--- src/rtl/store_buffer_if.sv ---
// Request/response and memory-port bundle for the store buffer.
//   slave  : the store buffer side (takes requests, drives memory requests).
//   master : the environment side (execute-stage requester plus data memory).
// Request side : req_valid, req_addr, req_wdata, req_wstrb, req_fence -> resp_ready, resp_rdata
// Memory side  : mem_valid, mem_addr, mem_wdata, mem_wstrb -> mem_ready, mem_rdata
interface store_buffer_if #(
  parameter int unsigned AW = 32,
  parameter int unsigned DW = 32
);
  logic              req_valid;
  logic [AW-1:0]     req_addr;
  logic [DW-1:0]     req_wdata;
  logic [DW/8-1:0]   req_wstrb;
  logic              req_fence;
  logic              resp_ready;
  logic [DW-1:0]     resp_rdata;

  logic              mem_valid;
  logic [AW-1:0]     mem_addr;
  logic [DW-1:0]     mem_wdata;
  logic [DW/8-1:0]   mem_wstrb;
  logic              mem_ready;
  logic [DW-1:0]     mem_rdata;

  modport slave (
    input  req_valid, req_addr, req_wdata, req_wstrb, req_fence, mem_ready, mem_rdata,
    output resp_ready, resp_rdata, mem_valid, mem_addr, mem_wdata, mem_wstrb
  );

  modport master (
    output req_valid, req_addr, req_wdata, req_wstrb, req_fence, mem_ready, mem_rdata,
    input  resp_ready, resp_rdata, mem_valid, mem_addr, mem_wdata, mem_wstrb
  );
endinterface

--- src/rtl/store_buffer.sv ---
// Data-side memory front end. Stores are posted into a DEPTH-entry FIFO and
// acknowledged at once, then drained to memory in order. Loads are forwarded
// from the buffer when buffered bytes cover the whole word, go to memory when
// nothing matches, and wait for the matching entries to drain on partial
// overlap. Fences complete once the buffer is empty and memory is idle.
// Ports:
//   clk    : clock
//   rst    : synchronous active-high reset
//   bus_io : store_buffer_if.slave (request/response and memory port)
module store_buffer #(
  parameter int unsigned DEPTH = 4,
  parameter int unsigned AW    = 32,
  parameter int unsigned DW    = 32
) (
  input  logic          clk,
  input  logic          rst,
  store_buffer_if.slave bus_io
);
  localparam int unsigned SW = DW / 8;
  localparam int unsigned PW = $clog2(DEPTH);
  localparam int unsigned WW = AW - 2;

  typedef enum logic [1:0] {StIdle, StLoad, StDrain} state_e;

  state_e            state_q, state_d;
  logic [DEPTH-1:0]  ent_valid_q, ent_valid_d;
  logic [WW-1:0]     ent_addr_q [DEPTH];
  logic [WW-1:0]     ent_addr_d [DEPTH];
  logic [DW-1:0]     ent_data_q [DEPTH];
  logic [DW-1:0]     ent_data_d [DEPTH];
  logic [SW-1:0]     ent_strb_q [DEPTH];
  logic [SW-1:0]     ent_strb_d [DEPTH];
  logic [PW-1:0]     head_q, head_d, tail_q, tail_d;
  logic [PW:0]       count_q, count_d;

  logic              resp_ready_q, resp_ready_d;
  logic [DW-1:0]     resp_rdata_q, resp_rdata_d;
  logic              mem_valid_q, mem_valid_d;
  logic [AW-1:0]     mem_addr_q, mem_addr_d;
  logic [DW-1:0]     mem_wdata_q, mem_wdata_d;
  logic [SW-1:0]     mem_wstrb_q, mem_wstrb_d;

  // Request decode. The request is ignored in the cycle the response is out.
  logic          req_act, is_fence, is_store, is_load;
  logic [WW-1:0] req_word;
  logic          unused_addr_lsb;

  assign req_act         = bus_io.req_valid & ~resp_ready_q;
  assign is_fence        = bus_io.req_fence;
  assign is_store        = ~is_fence & (|bus_io.req_wstrb);
  assign is_load         = ~is_fence & ~(|bus_io.req_wstrb);
  assign req_word        = bus_io.req_addr[AW-1:2];
  assign unused_addr_lsb = ^bus_io.req_addr[1:0];

  // Entry slots in age order, oldest (head) first.
  logic [PW-1:0] age_idx [DEPTH];
  for (genvar g = 0; g < DEPTH; g++) begin : g_age
    assign age_idx[g] = head_q + PW'(g);
  end

  // Forwarding: walk oldest to youngest so younger bytes overwrite older ones.
  logic [SW-1:0] fwd_cover;
  logic [DW-1:0] fwd_data;
  always_comb begin
    fwd_cover = '0;
    fwd_data  = '0;
    for (int unsigned i = 0; i < DEPTH; i++) begin
      if (ent_valid_q[age_idx[i]] && (ent_addr_q[age_idx[i]] == req_word)) begin
        fwd_cover = fwd_cover | ent_strb_q[age_idx[i]];
        for (int unsigned b = 0; b < SW; b++) begin
          if (ent_strb_q[age_idx[i]][b]) begin
            fwd_data[8*b +: 8] = ent_data_q[age_idx[i]][8*b +: 8];
          end
        end
      end
    end
  end

  logic pop, full, push, load_hit, load_miss, fence_done;

  assign pop       = (state_q == StDrain) & bus_io.mem_ready;
  assign full      = (count_q == (PW+1)'(DEPTH));
  // A full buffer still accepts a store in the cycle the head pops.
  assign push      = req_act & is_store & (~full | pop);
  assign load_hit  = req_act & is_load & (state_q != StLoad) & (&fwd_cover);
  assign load_miss = req_act & is_load & (state_q == StIdle) & ~(|fwd_cover);
  // The last pop also completes a fence, so the response follows that mem_ready.
  assign fence_done = req_act & is_fence &
                      (((state_q == StIdle) & (count_q == '0)) |
                       (pop & (count_q == (PW+1)'(1))));

  always_comb begin
    state_d      = state_q;
    ent_valid_d  = ent_valid_q;
    ent_addr_d   = ent_addr_q;
    ent_data_d   = ent_data_q;
    ent_strb_d   = ent_strb_q;
    head_d       = head_q;
    tail_d       = tail_q;
    resp_ready_d = 1'b0;
    resp_rdata_d = resp_rdata_q;
    mem_valid_d  = mem_valid_q;
    mem_addr_d   = mem_addr_q;
    mem_wdata_d  = mem_wdata_q;
    mem_wstrb_d  = mem_wstrb_q;

    unique case (state_q)
      StIdle: begin
        // A clean-miss load takes the port ahead of any pending drain.
        if (load_miss) begin
          state_d     = StLoad;
          mem_valid_d = 1'b1;
          mem_addr_d  = {req_word, 2'b00};
          mem_wstrb_d = '0;
        end else if (count_q != '0) begin
          state_d     = StDrain;
          mem_valid_d = 1'b1;
          mem_addr_d  = {ent_addr_q[head_q], 2'b00};
          mem_wdata_d = ent_data_q[head_q];
          mem_wstrb_d = ent_strb_q[head_q];
        end
      end
      StLoad: begin
        if (bus_io.mem_ready) begin
          state_d      = StIdle;
          mem_valid_d  = 1'b0;
          resp_ready_d = 1'b1;
          resp_rdata_d = bus_io.mem_rdata;
        end
      end
      StDrain: begin
        if (bus_io.mem_ready) begin
          state_d     = StIdle;
          mem_valid_d = 1'b0;
        end
      end
      default: state_d = StIdle;
    endcase

    // Pop before push: when full, the pushed entry reuses the popped slot.
    if (pop) begin
      ent_valid_d[head_q] = 1'b0;
      head_d              = head_q + PW'(1);
    end
    if (push) begin
      ent_valid_d[tail_q] = 1'b1;
      ent_addr_d[tail_q]  = req_word;
      ent_data_d[tail_q]  = bus_io.req_wdata;
      ent_strb_d[tail_q]  = bus_io.req_wstrb;
      tail_d              = tail_q + PW'(1);
      resp_ready_d        = 1'b1;
    end
    if (load_hit) begin
      resp_ready_d = 1'b1;
      resp_rdata_d = fwd_data;
    end
    if (fence_done) begin
      resp_ready_d = 1'b1;
    end

    count_d = count_q + {{PW{1'b0}}, push} - {{PW{1'b0}}, pop};
  end

  always_ff @(posedge clk) begin
    if (rst) begin
      state_q      <= StIdle;
      ent_valid_q  <= '0;
      for (int unsigned i = 0; i < DEPTH; i++) begin
        ent_addr_q[i] <= '0;
        ent_data_q[i] <= '0;
        ent_strb_q[i] <= '0;
      end
      head_q       <= '0;
      tail_q       <= '0;
      count_q      <= '0;
      resp_ready_q <= 1'b0;
      resp_rdata_q <= '0;
      mem_valid_q  <= 1'b0;
      mem_addr_q   <= '0;
      mem_wdata_q  <= '0;
      mem_wstrb_q  <= '0;
    end else begin
      state_q      <= state_d;
      ent_valid_q  <= ent_valid_d;
      ent_addr_q   <= ent_addr_d;
      ent_data_q   <= ent_data_d;
      ent_strb_q   <= ent_strb_d;
      head_q       <= head_d;
      tail_q       <= tail_d;
      count_q      <= count_d;
      resp_ready_q <= resp_ready_d;
      resp_rdata_q <= resp_rdata_d;
      mem_valid_q  <= mem_valid_d;
      mem_addr_q   <= mem_addr_d;
      mem_wdata_q  <= mem_wdata_d;
      mem_wstrb_q  <= mem_wstrb_d;
    end
  end

  assign bus_io.resp_ready = resp_ready_q;
  assign bus_io.resp_rdata = resp_rdata_q;
  assign bus_io.mem_valid  = mem_valid_q;
  assign bus_io.mem_addr   = mem_addr_q;
  assign bus_io.mem_wdata  = mem_wdata_q;
  assign bus_io.mem_wstrb  = mem_wstrb_q;
endmodule

--- src/flat_wrapper.sv ---
// flat-port wrapper written by rule: the top's interface ports become plain ports
module store_buffer_flat 
#(
  parameter int unsigned DEPTH = 4,
  parameter int unsigned AW    = 32,
  parameter int unsigned DW    = 32
)
  (clk, rst, bus_io_req_valid, bus_io_req_addr, bus_io_req_wdata, bus_io_req_wstrb, bus_io_req_fence, bus_io_mem_ready, bus_io_mem_rdata, bus_io_resp_ready, bus_io_resp_rdata, bus_io_mem_valid, bus_io_mem_addr, bus_io_mem_wdata, bus_io_mem_wstrb);
  store_buffer_if #(.AW(AW), .DW(DW)) bus_io_i ();
  input  logic clk;
  input  logic rst;
  input wire logic [$bits(bus_io_i.req_valid)-1:0] bus_io_req_valid;
  input wire logic [$bits(bus_io_i.req_addr)-1:0] bus_io_req_addr;
  input wire logic [$bits(bus_io_i.req_wdata)-1:0] bus_io_req_wdata;
  input wire logic [$bits(bus_io_i.req_wstrb)-1:0] bus_io_req_wstrb;
  input wire logic [$bits(bus_io_i.req_fence)-1:0] bus_io_req_fence;
  input wire logic [$bits(bus_io_i.mem_ready)-1:0] bus_io_mem_ready;
  input wire logic [$bits(bus_io_i.mem_rdata)-1:0] bus_io_mem_rdata;
  output wire logic [$bits(bus_io_i.resp_ready)-1:0] bus_io_resp_ready;
  output wire logic [$bits(bus_io_i.resp_rdata)-1:0] bus_io_resp_rdata;
  output wire logic [$bits(bus_io_i.mem_valid)-1:0] bus_io_mem_valid;
  output wire logic [$bits(bus_io_i.mem_addr)-1:0] bus_io_mem_addr;
  output wire logic [$bits(bus_io_i.mem_wdata)-1:0] bus_io_mem_wdata;
  output wire logic [$bits(bus_io_i.mem_wstrb)-1:0] bus_io_mem_wstrb;
  assign bus_io_i.req_valid = bus_io_req_valid;
  assign bus_io_i.req_addr = bus_io_req_addr;
  assign bus_io_i.req_wdata = bus_io_req_wdata;
  assign bus_io_i.req_wstrb = bus_io_req_wstrb;
  assign bus_io_i.req_fence = bus_io_req_fence;
  assign bus_io_i.mem_ready = bus_io_mem_ready;
  assign bus_io_i.mem_rdata = bus_io_mem_rdata;
  assign bus_io_resp_ready = bus_io_i.resp_ready;
  assign bus_io_resp_rdata = bus_io_i.resp_rdata;
  assign bus_io_mem_valid = bus_io_i.mem_valid;
  assign bus_io_mem_addr = bus_io_i.mem_addr;
  assign bus_io_mem_wdata = bus_io_i.mem_wdata;
  assign bus_io_mem_wstrb = bus_io_i.mem_wstrb;
  store_buffer #(.DEPTH(DEPTH), .AW(AW), .DW(DW)) u_core (.clk(clk), .rst(rst), .bus_io(bus_io_i));
endmodule
--- config.mk ---
export PLATFORM = sky130hd
export DESIGN_NAME = store_buffer_flat
export DESIGN_NICKNAME = d
export VERILOG_FILES = /design/src/rtl/store_buffer_if.sv /design/src/rtl/store_buffer.sv /design/src/flat_wrapper.sv
export SDC_FILE = /design/constraint.sdc
export NUM_CORES = 1
export LEC_CHECK = 0
export CAP_MARGIN = 20
export CORE_ASPECT_RATIO = 2
export CORE_MARGIN = 5
export CORE_UTILIZATION = 25
export DETAILED_ROUTE_END_ITERATION = 10
export PLACE_DENSITY = 0.39
export SKIP_LAST_GASP = 1
export SYNTH_ARGS = -nofsm -noshare
export SYNTH_HDL_FRONTEND = slang
export SYNTH_SLANG_ARGS = --single-unit
export TNS_END_PERCENT = 50
--- constraint.sdc ---
create_clock -name clk -period 12.4 [get_ports clk]
set_input_delay 1.86 -clock clk [delete_from_list [all_inputs] [get_ports clk]]
set_output_delay 1.86 -clock clk [all_outputs]
set_load 0.01 [all_outputs]
### Word level (Yosys, flattened, before mapping)

Cells that the tools add are included.

* add/subtract/negate cells: 6
* $lt $le $gt $ge: 13
* equality and inequality tests: 11
* muxes and demuxes: 103
* bitwise gates (word level): 34
* reductions and logical operators: 23

Operators by type and width (number)
* 2-to-1 mux 32 bit: 18
* 2-to-1 mux 30 bit: 9
* binary-select mux 32 bit (select 2 bit): 4
* binary-select mux 30 bit (select 2 bit): 4
* bitwise mux 128 bit: 1
* 2-to-1 mux 8 bit: 16
* bitwise mux 120 bit: 1
* == test 30 bit: 4
* 2-to-1 mux 4 bit: 17
* demux 32 bit (select 2 bit): 1
* demux 30 bit (select 2 bit): 1
* binary-select mux 4 bit (select 2 bit): 4
* bitwise mux 16 bit: 1
* bitwise OR 4 bit: 4
* AND 1 bit: 15
* >= comparator 3 bit, second input constant: 5
* less-than comparator 2 x 3 -> 1 bit, second input constant: 5
* NOT 2 -> 3 bit: 5
* 2-to-1 mux 1 bit: 14
* binary-select mux 1 bit (select 2 bit): 4
* demux 4 bit (select 2 bit): 1
* nonzero test 2 bit: 4
* OR reduction 4 bit: 2
* logical AND 1 bit: 7
* other kinds (27): 43

* register bits: 379
* input port bits: 105
* output and inout port bits: 102
* logic and storage cells: 213

### Logic depth before layout (Yosys ltp)

Gate-level depths: netlist of the first run.

* depth in word-level cells: 18
* mapped depth: 25

### Worst setup path after synthesis of the first run

No wires, ideal clock.

* path kind: reg2reg
* start: register u_core.head_q[0]
* end: register u_core.resp_rdata_q[3] (netlist: u_core.bus_io.resp_rdata[3])
* library setup time: 116 ps
* arrival: 5167 ps
* required time: 12284 ps
* slack: 7117 ps
* stages on the path, launching flop included: 22
* buffers on the path: 11
* period minus slack after synthesis: 5283 ps
* cells stage by stage: dfxtp_1 buf_6 buf_4 inv_2 clkbuf_1 clkbuf_1 clkbuf_1 ha_1 buf_6 buf_6 buf_2 buf_2 mux4_2 xor2_1 nor3_1 nand4_4 a21boi_4 a211o_1 or4b_4 buf_6 buf_6 o211a_1

RTL lines
* start: declaration: line store_buffer.sv:33 `logic [PW-1:0] head_q, head_d, tail_q, tail_d;`
* start signal: assignment: line store_buffer.sv:173 `head_q <= '0;`
* start signal: assignment: line store_buffer.sv:188 `head_q <= head_d;`
* end signal: assignment: line store_buffer.sv:192 `resp_rdata_q <= resp_rdata_d;`
* end: declaration: line store_buffer.sv:37 `logic [DW-1:0] resp_rdata_q, resp_rdata_d;`

==> results.md, run 1 <==
* FILL cells at 9979
* Flop2flop setup slack at 4.36 ns
* Vias in the first global route at 19900
* RSZ-0062 raised after global routing: no
* H-tree levels at 2
* Routed WL at 91700 um
* Die footprint at 0.102 mm2
* Avg Inst Size Synth at 9.12 um2
* RR Startpoint: u_core.head_q[1]
* Worst reg2reg path depth at 13
* Most frequent cells after synthesis: nand2_1 (600), dfxtp_1 (377), a21oi_1 (298)
* Initial detailed-routing violation count at 1807
* Reg clk slew, reported paths at 0.06 ns
* CP Max Fanout at 65
* Chip height at 446 um
* Reg2Reg Capture Point: u_core.bus_io.resp_rdata[20]
* Main synth FF type: dfxtp_1
* Via count at 20400
* Ranking of synthesized cells by area: dfxtp_1 (32%), mux4_2 (21%), nand2_1 (9.5%)
* Die X-Extent at 228 um
* Largest net degree at the start of global routing at 85
* Synth Register Bits at 377
* Overflow after GRT at 0
* # DRC at 0
* Final HPWL DP at 59300 um
* Area growth from synthesis to layout at 17.9%
* Yosys warning total at 0
* Count of cell types in the netlist at 66
* Worst-case clock buffer depth at 3
* Status: finished clean
* Maximum VDD drop at 0.0981 mV
* Post-cts gate resize count at 0
* Setup TNS at 0 ns
* Arrival time at the worst endpoint at 8.46 ns
* # IOs at 207
* Setup crit start kind: flop
* Post-synth EDFFs at 0
* DRT Pass-1 Iters at 5
* Cells after DPL at 3809
* Count leader, synth: nand2_1
* Final cell count without fillers at 3888
* Yosys top cell by area: dfxtp_1
* Fin crit period at 8.04 ns
* CTS tree: done
* Worst Hold Depth at 2
* WP data required at 12.82 ns
* P_leak at 8.57 nW
* Mapped Area at 0.0238 mm2
* Nets at 2761
* Post-CTS Setup Bufs at 0
* DR WL/cell at 23.6 um
* FFs w/ async S/R, synth at 0%
* Hold endpoint: u_core.ent_data_q[34]
* Hold Crit Start: u_core.ent_data_q[34]
* HP Class: reg2reg
* Mapped Cells at 2606
* Row count at 160
* Crit Path Class: reg2reg
* Cell Pwr Density at 134 mW/mm2
* Post-synth top area share at 31.7%
* Period utilisation layout at 64.9%
* CTS sink count at 377
* Fraction of layout cells with a size suffix above 1 at 14.5%
* Skew-Pair Late Insertion Delay at 0.61 ns
* Gpl congestion at 0.836
* Max Clk Rate at 124 MHz
* Global-route wire length before repair at 137000 um
* Post-CTS Hold Buffers at 0
* Root Buffer: clkbuf_16
* Core area at 0.0947 mm2
* Count of final setup violators at 0
* CP Capture Type: flop
* CTS buffer count at 44
* ANT nets after route at 0
* PortBufs at 202
* Vias/cell at 5.25
* Total Routing Usage GR at 17.4%
* Initial antenna violation count at 3
* Slew @ Worst Pin at 1.11 ns
* Final hold vios at 0
* Seq/Total Area, Yosys at 31.7%
* MaxCap Viol Count at 0
* Initial Utilization at 25.1%
* Skew final at 0.0297 ns
* Slew Limit Headroom at 25.7%
* Final Max Tran Viols at 0
-- logic make-up after synthesis --
kind of cell / synth area share (%)
AO/OA/AOI/OAI: 13.5
XOR/XNOR: 4.79
adder cells (fa/ha/maj): 0.821
buffers and inverters: 5.31
flip-flops: 31.7
multiplexers: 27.6
other: 0.0158
AND/OR/NAND/NOR: 16.2
-- worst max-delay path, cell delays in order (launching register included) --
cell	delay, ns
dfxtp_4	0.92
inv_1	0.38
ha_4	0.90
buf_4	0.75
mux4_2	0.60
xor2_1	0.17
nor4_2	0.49
nand4_1	0.19
nor4_2	0.90
nand3_1	0.63
and3_1	0.46
or4b_4	0.91
nor2_1	0.31
a311oi_2	0.07
-- how the worst max path moves through the flow --
stage,from,end,slack (ns),cells after the start
2_1_floorplan,u_core.head_q[0],u_core.bus_io.resp_rdata[3],7.12,21
3_3_place_gp,u_core.head_q[1],u_core.bus_io.resp_rdata[16],4.39,14
3_5_place_dp,u_core.head_q[1],u_core.bus_io.resp_rdata[20],4.32,14
4_1_cts,u_core.head_q[1],u_core.bus_io.resp_rdata[20],4.31,14
5_1_grt,u_core.head_q[1],u_core.bus_io.mem_wstrb[3],3.99,15
6_report,u_core.head_q[1],u_core.bus_io.resp_rdata[20],4.36,13
-- stage by stage --
step	instance area, um2	hold slack [ns]	util [%]	power [mW]	setup WS, ns
floorplan	23800	0.463	-	2.09	7.12
global placement	26500	0.475	28.0	2.41	4.39
detailed placement	26500	0.486	28.0	2.42	4.32
CTS	28000	0.495	29.6	3.82	4.31
global route	28000	0.511	29.6	3.94	3.99
finish	28000	0.496	29.6	3.76	4.36
-- registers in the layout (all words and copies together) (netlist names) --
register                  count
u_core.ent_data_q           128
u_core.ent_addr_q           120
u_core.bus_io.mem_wdata      32
u_core.bus_io.resp_rdata     32
u_core.bus_io.mem_addr       30
u_core.ent_strb_q            16
u_core.bus_io.mem_wstrb       4
u_core.ent_valid_q            4
u_core.count_q                3
u_core.head_q                 2
u_core.state_q                2
u_core.tail_q                 2
u_core.bus_io.mem_valid       1
u_core.bus_io.resp_ready      1
-- cell type report --
| class | count | area (um2) | share of cell area, % |
|---|---|---|---|
| repair buffers | 243 | 2350 | 8.40 |
| clock buffers | 63 | 1290 | 4.62 |
| well taps | 1215 | 1520 | 5.43 |
| clock inverters | 13 | 179 | 0.639 |
| multi-input cells | 1950 | 15000 | 53.6 |
| flip-flops and latches | 377 | 7550 | 27.0 |
| inverters | 25 | 93.8 | 0.335 |
| diodes | 2 | 5.00 | 0.0179 |
-- routing by layer --
layer  global-route usage [%]  vias up  routed length (um)
met5                        0        -                  20
met1                     25.2    10200               43800
met3                     2.91       79                4990
met4                     3.37        2                1460
met2                     27.5      589               41400
li1                         -     9504                   -
-- report_power, final --
group          internal, mW  leakage (nW)  switching, mW
clock                 0.806         0.726          0.568
combinational         0.436          4.80          0.606
sequential             1.27          3.05         0.0724
-- cell usage in the layout (no fill, tap or decap), types with 10 or more instances in the layout --
| cell type | Yosys | layout |
|---|---|---|
| a211oi_1 | 38 | 38 |
| a21oi_1 | 298 | 298 |
| a311oi_2 | 24 | 24 |
| a31oi_1 | 30 | 30 |
| and2_1 | 16 | 12 |
| buf_4 | 8 | 40 |
| clkbuf_16 | 0 | 45 |
| clkbuf_8 | 0 | 10 |
| clkdlybuf4s50_1 | 0 | 201 |
| dfxtp_1 | 377 | 375 |
| ha_1 | 14 | 13 |
| inv_1 | 20 | 20 |
| mux2i_1 | 154 | 154 |
| mux4_2 | 217 | 217 |
| nand2_1 | 600 | 595 |
| nand3_1 | 86 | 86 |
| nand4_1 | 26 | 26 |
| nor2_1 | 126 | 126 |
| nor2b_1 | 11 | 11 |
| nor3_1 | 11 | 10 |
| o21ai_0 | 19 | 19 |
| o22ai_1 | 43 | 43 |
| xnor2_1 | 77 | 77 |
| xor2_1 | 53 | 53 |
(Power assumes the default switching activity.)
==> inputs of run 2 (changes only) <==
--- a/config.mk
+++ b/config.mk
@@ -10,7 +10,7 @@
 export CORE_MARGIN = 5
 export CORE_UTILIZATION = 25
 export DETAILED_ROUTE_END_ITERATION = 10
-export PLACE_DENSITY = 0.39
+export PLACE_DENSITY = 0.4
 export SKIP_LAST_GASP = 1
 export SYNTH_ARGS = -nofsm -noshare
 export SYNTH_HDL_FRONTEND = slang
==> constraint.sdc (replaced) <==
create_clock -name clk -period 6.5 [get_ports clk]
set_input_delay 0.975 -clock clk [delete_from_list [all_inputs] [get_ports clk]]
set_output_delay 0.975 -clock clk [all_outputs]
set_load 0.01 [all_outputs]
==> run 2 against run 1 <==
Effect of this change: final cell count is 0.85% higher; register-to-register slack worse by 3.7 ns; combinational power is 96% higher; total power is 90% higher; sequential cell count stayed put; core utilization is 0.28 points higher; count of clock-buffer cells in the layout is 2 lower.
==> results.md, run 2 (synthesis gave the netlist of run 1 again) <==
* Status: finished clean
* CP Capture Type: flop
* Pwr Total at 7.14 mW (+90%)
* Gpl congestion at 0.873 (+4.4%)
* Flip-flop and latch area at 0.00755 mm2 (unchanged)
* Max Clk Rate at 171 MHz (+37%)
* Fraction of layout cells with a size suffix above 1 at 15.6% (+1.1 points)
* Die X-Extent at 228 um (unchanged)
* DR WL/cell at 23.6 um (+0.18%)
* Worst-case clock buffer depth at 3 (unchanged)
* Final HPWL DP at 60400 um (+1.9%)
* RSZ-0062 raised after global routing: no
* Met3 usage at 3.48% (+0.57 points)
* Post-cts gate resize count at 0 (unchanged)
* CTS buffer count at 42 (-4.5%)
* Flop2flop setup slack at 0.64 ns (-3.72 ns)
* Slew @ Worst Pin at 1.01 ns (-0.105 ns)
* Period utilisation layout at 90.1% (+25 points)
* Setup TNS at 0 ns (unchanged)
* Hold Crit Start: u_core.bus_io.mem_wdata[7]
* Slew Limit Headroom at 32.7% (+7.0 points)
* Setup WS post-layout at 0.641 ns (-3.72 ns)
* Cell Pwr Density at 252 mW/mm2 (+88%)
* WP data required at 6.92 ns (-5.90 ns)
* CP Max Fanout at 65 (unchanged)
* Post-CTS Hold Buffers at 0 (unchanged)
* Routed WL at 92600 um (+1.0%)
* CP max-delay cell: or4b_4
* H-tree levels at 2 (unchanged)
* Worst reg2reg path depth at 14 (+1)
* Setup crit start: u_core.head_q[0]
* Core area at 0.0947 mm2 (unchanged)
* Commonest non-fill, non-tap cell in the layout: nand2_1
* Nets at 2793 (+1.2%)
* Count of final setup violators at 0 (unchanged)
* Final hold vios at 0 (unchanged)
* CTS sink count at 377 (unchanged)
* Initial Utilization at 25.1% (unchanged)
* RR Startpoint: u_core.head_q[0]
* Global-route wire length before repair at 138000 um (+0.85%)
* Root Buffer: clkbuf_16
* Largest Register: u_core.ent_data_q
* Chip height at 446 um (unchanged)
* Reg2Reg Capture Point: u_core.bus_io.resp_rdata[14]
* Peak per-stage delay on the critical path at 0.86 ns (-0.06 ns)
* Area of the multi-input gates at 0.0150 mm2 (unchanged)
* MaxCap Viol Count at 0 (unchanged)
* P_leak at 8.74 nW (+2.0%)
* Initial antenna violation count at 8 (+5)
* Crit-path leading delay family: compound AO/OA/AOI/OAI gates
* Critical path depth at 14 (+1)
* Maximum VDD drop at 0.175 mV (+78%)
* Vias in the first global route at 19900 (-0.055%)
* Setup crit start kind: flop
* Largest net degree at the start of global routing at 179 (+110%)
* Final cell count without fillers at 3921 (+0.85%)
* M1 GR Usage at 25.1% (-0.10 points)
* Overflow after GRT at 0 (unchanged)
* GR Util met2 at 27.7% (+0.20 points)
* ANT nets after route at 0 (unchanged)
* CP Cell Sequence: inv_2 -> ha_4 -> buf_12 -> mux2i_1 -> mux2i_1 -> a222oi_1 -> nand4_1 -> a211oi_2 -> nand4_4 -> a21boi_4 -> a211o_1 -> or4b_4 -> nor2_1 -> a311oi_2
* Post-CTS Setup Bufs at 0 (unchanged)
* Fin crit period at 5.86 ns (-2.18 ns)
* Most frequent cells in the layout: nand2_1 (595), dfxtp_1 (375), a21oi_1 (298), mux4_2 (217), clkdlybuf4s50_1 (201)
* Arrival time at the worst endpoint at 6.28 ns (-2.18 ns)
* Skew-Pair Late Insertion Delay at 0.59 ns (-0.02 ns)
* Top Registers: u_core.ent_data_q (128), u_core.ent_addr_q (120)
* Global-route layer with the greatest usage: met2
* CP most frequent cell: mux2i_1
* Skew final at 0.0134 ns (-0.0163 ns)
* Row count at 160 (unchanged)
* Total Routing Usage GR at 17.5% (+0.15 points)
* Crit path buf inv count at 2 (unchanged)
* Max reg flops at 128 (unchanged)
* Via count at 20600 (+0.94%)
* Initial detailed-routing violation count at 1888 (+4.5%)
* Cells after DPL at 3844 (+0.92%)
* Reg clk slew, reported paths at 0.06 ns (about the same)
* Final Max Tran Viols at 0 (unchanged)
* FILL cells at 9931 (-0.48%)
* Pre-CTS setup slack at 0.618 ns (-3.71 ns)
* PortBufs at 202 (unchanged)
* # IOs at 207 (unchanged)
* DRT Pass-1 Iters at 5 (unchanged)
* Area growth from synthesis to layout at 19.0%
* CP endpoint: u_core.bus_io.resp_rdata[14]
* Vias/cell at 5.25 (about the same)
* Crit Path Class: reg2reg
* # DRC at 0 (unchanged)
* CTS tree: done
* HP Class: reg2reg
* Die footprint at 0.102 mm2 (unchanged)
==> run 2: changes by cell type in the layout (fill, tap and decap cells not counted), sizes merged <==
cell,previous run,this run
buf,42,76
clkinv,9,14
inv,24,21
clkbuf,63,61
bufinv,4,3
clkinvlp,1,0
diode,2,3
==> run 2: layout make-up <==
class | instances | area share [%]
multi-input combinational | 1950 | 53.1
sequential | 377 | 26.7
timing repair buffer | 277 | 9.42
tap | 1215 | 5.37
clock buffer | 61 | 4.55
clock inverter | 13 | 0.495
inverter | 25 | 0.332
antenna | 3 | 0.0265
==> run 2: worst min-delay path by stage <==
stage / endpoint / cells after the start
2_1_floorplan: u_core.ent_addr_q[103] / 2
3_3_place_gp: u_core.bus_io.mem_wdata[2] / 2
3_5_place_dp: u_core.bus_io.mem_wdata[9] / 2
4_1_cts: u_core.ent_data_q[4] / 2
5_1_grt: u_core.ent_addr_q[104] / 2
6_report: u_core.bus_io.mem_wdata[7] / 2
==> run 2: per-stage QoR <==
step | util [%] | instance area, um2 | hold slack, ns
floorplan | - | 23800 | 0.463
global placement | 28.4 | 26900 | 0.472
detailed placement | 28.4 | 26900 | 0.482
CTS | 29.9 | 28300 | 0.497
global route | 29.9 | 28300 | 0.513
finish | 29.9 | 28300 | 0.494
==> run 2: layer usage <==
| metal | part of all wire, % | up-vias |
|---|---|---|
| met3 | 6.2 | 97 |
| met4 | 1.8 | 10 |
| met1 | 47 | 10300 |
| li1 | - | 9563 |
| met2 | 45 | 648 |
| met5 | 0.064 | - |
==> run 2: power breakdown <==
group / switching [mW] / leakage, nW / total, mW / internal, mW
logic: 1.18 / 4.98 / 2.04 / 0.859
clock network: 1.06 / 0.715 / 2.55 / 1.49
registers: 0.130 / 3.05 / 2.55 / 2.42
total: 2.37 / 8.74 / 7.14 / 4.77
==> run 2: worst min-delay path, stage by stage, from the launching register on <==
cell	delay (ns)
dfxtp_1	0.33
mux2i_1	0.06
nor2_1	0.07
==> inputs of run 3 (changes only) <==
--- a/config.mk
+++ b/config.mk
@@ -5,6 +5,7 @@
 export SDC_FILE = /design/constraint.sdc
 export NUM_CORES = 1
 export LEC_CHECK = 0
+export ABC_CLOCK_PERIOD_IN_PS = 6500
 export CAP_MARGIN = 20
 export CORE_ASPECT_RATIO = 2
 export CORE_MARGIN = 5
@@ -15,4 +16,4 @@
 export SYNTH_ARGS = -nofsm -noshare
 export SYNTH_HDL_FRONTEND = slang
 export SYNTH_SLANG_ARGS = --single-unit
-export TNS_END_PERCENT = 50
+export TNS_END_PERCENT = 100
==> constraint.sdc (replaced) <==
create_clock -name clk -period 6.5 [get_ports clk]
set_input_delay 0.975 -clock clk [delete_from_list [all_inputs] [get_ports clk]]
set_output_delay 0.975 -clock clk [all_outputs]
set_load 0.05 [all_outputs]
==> results of run 3 <==
The final DEF is identical to that of run 2. Status: finished clean.
Main changes from that run: total power 7.14 mW -> 7.26 mW
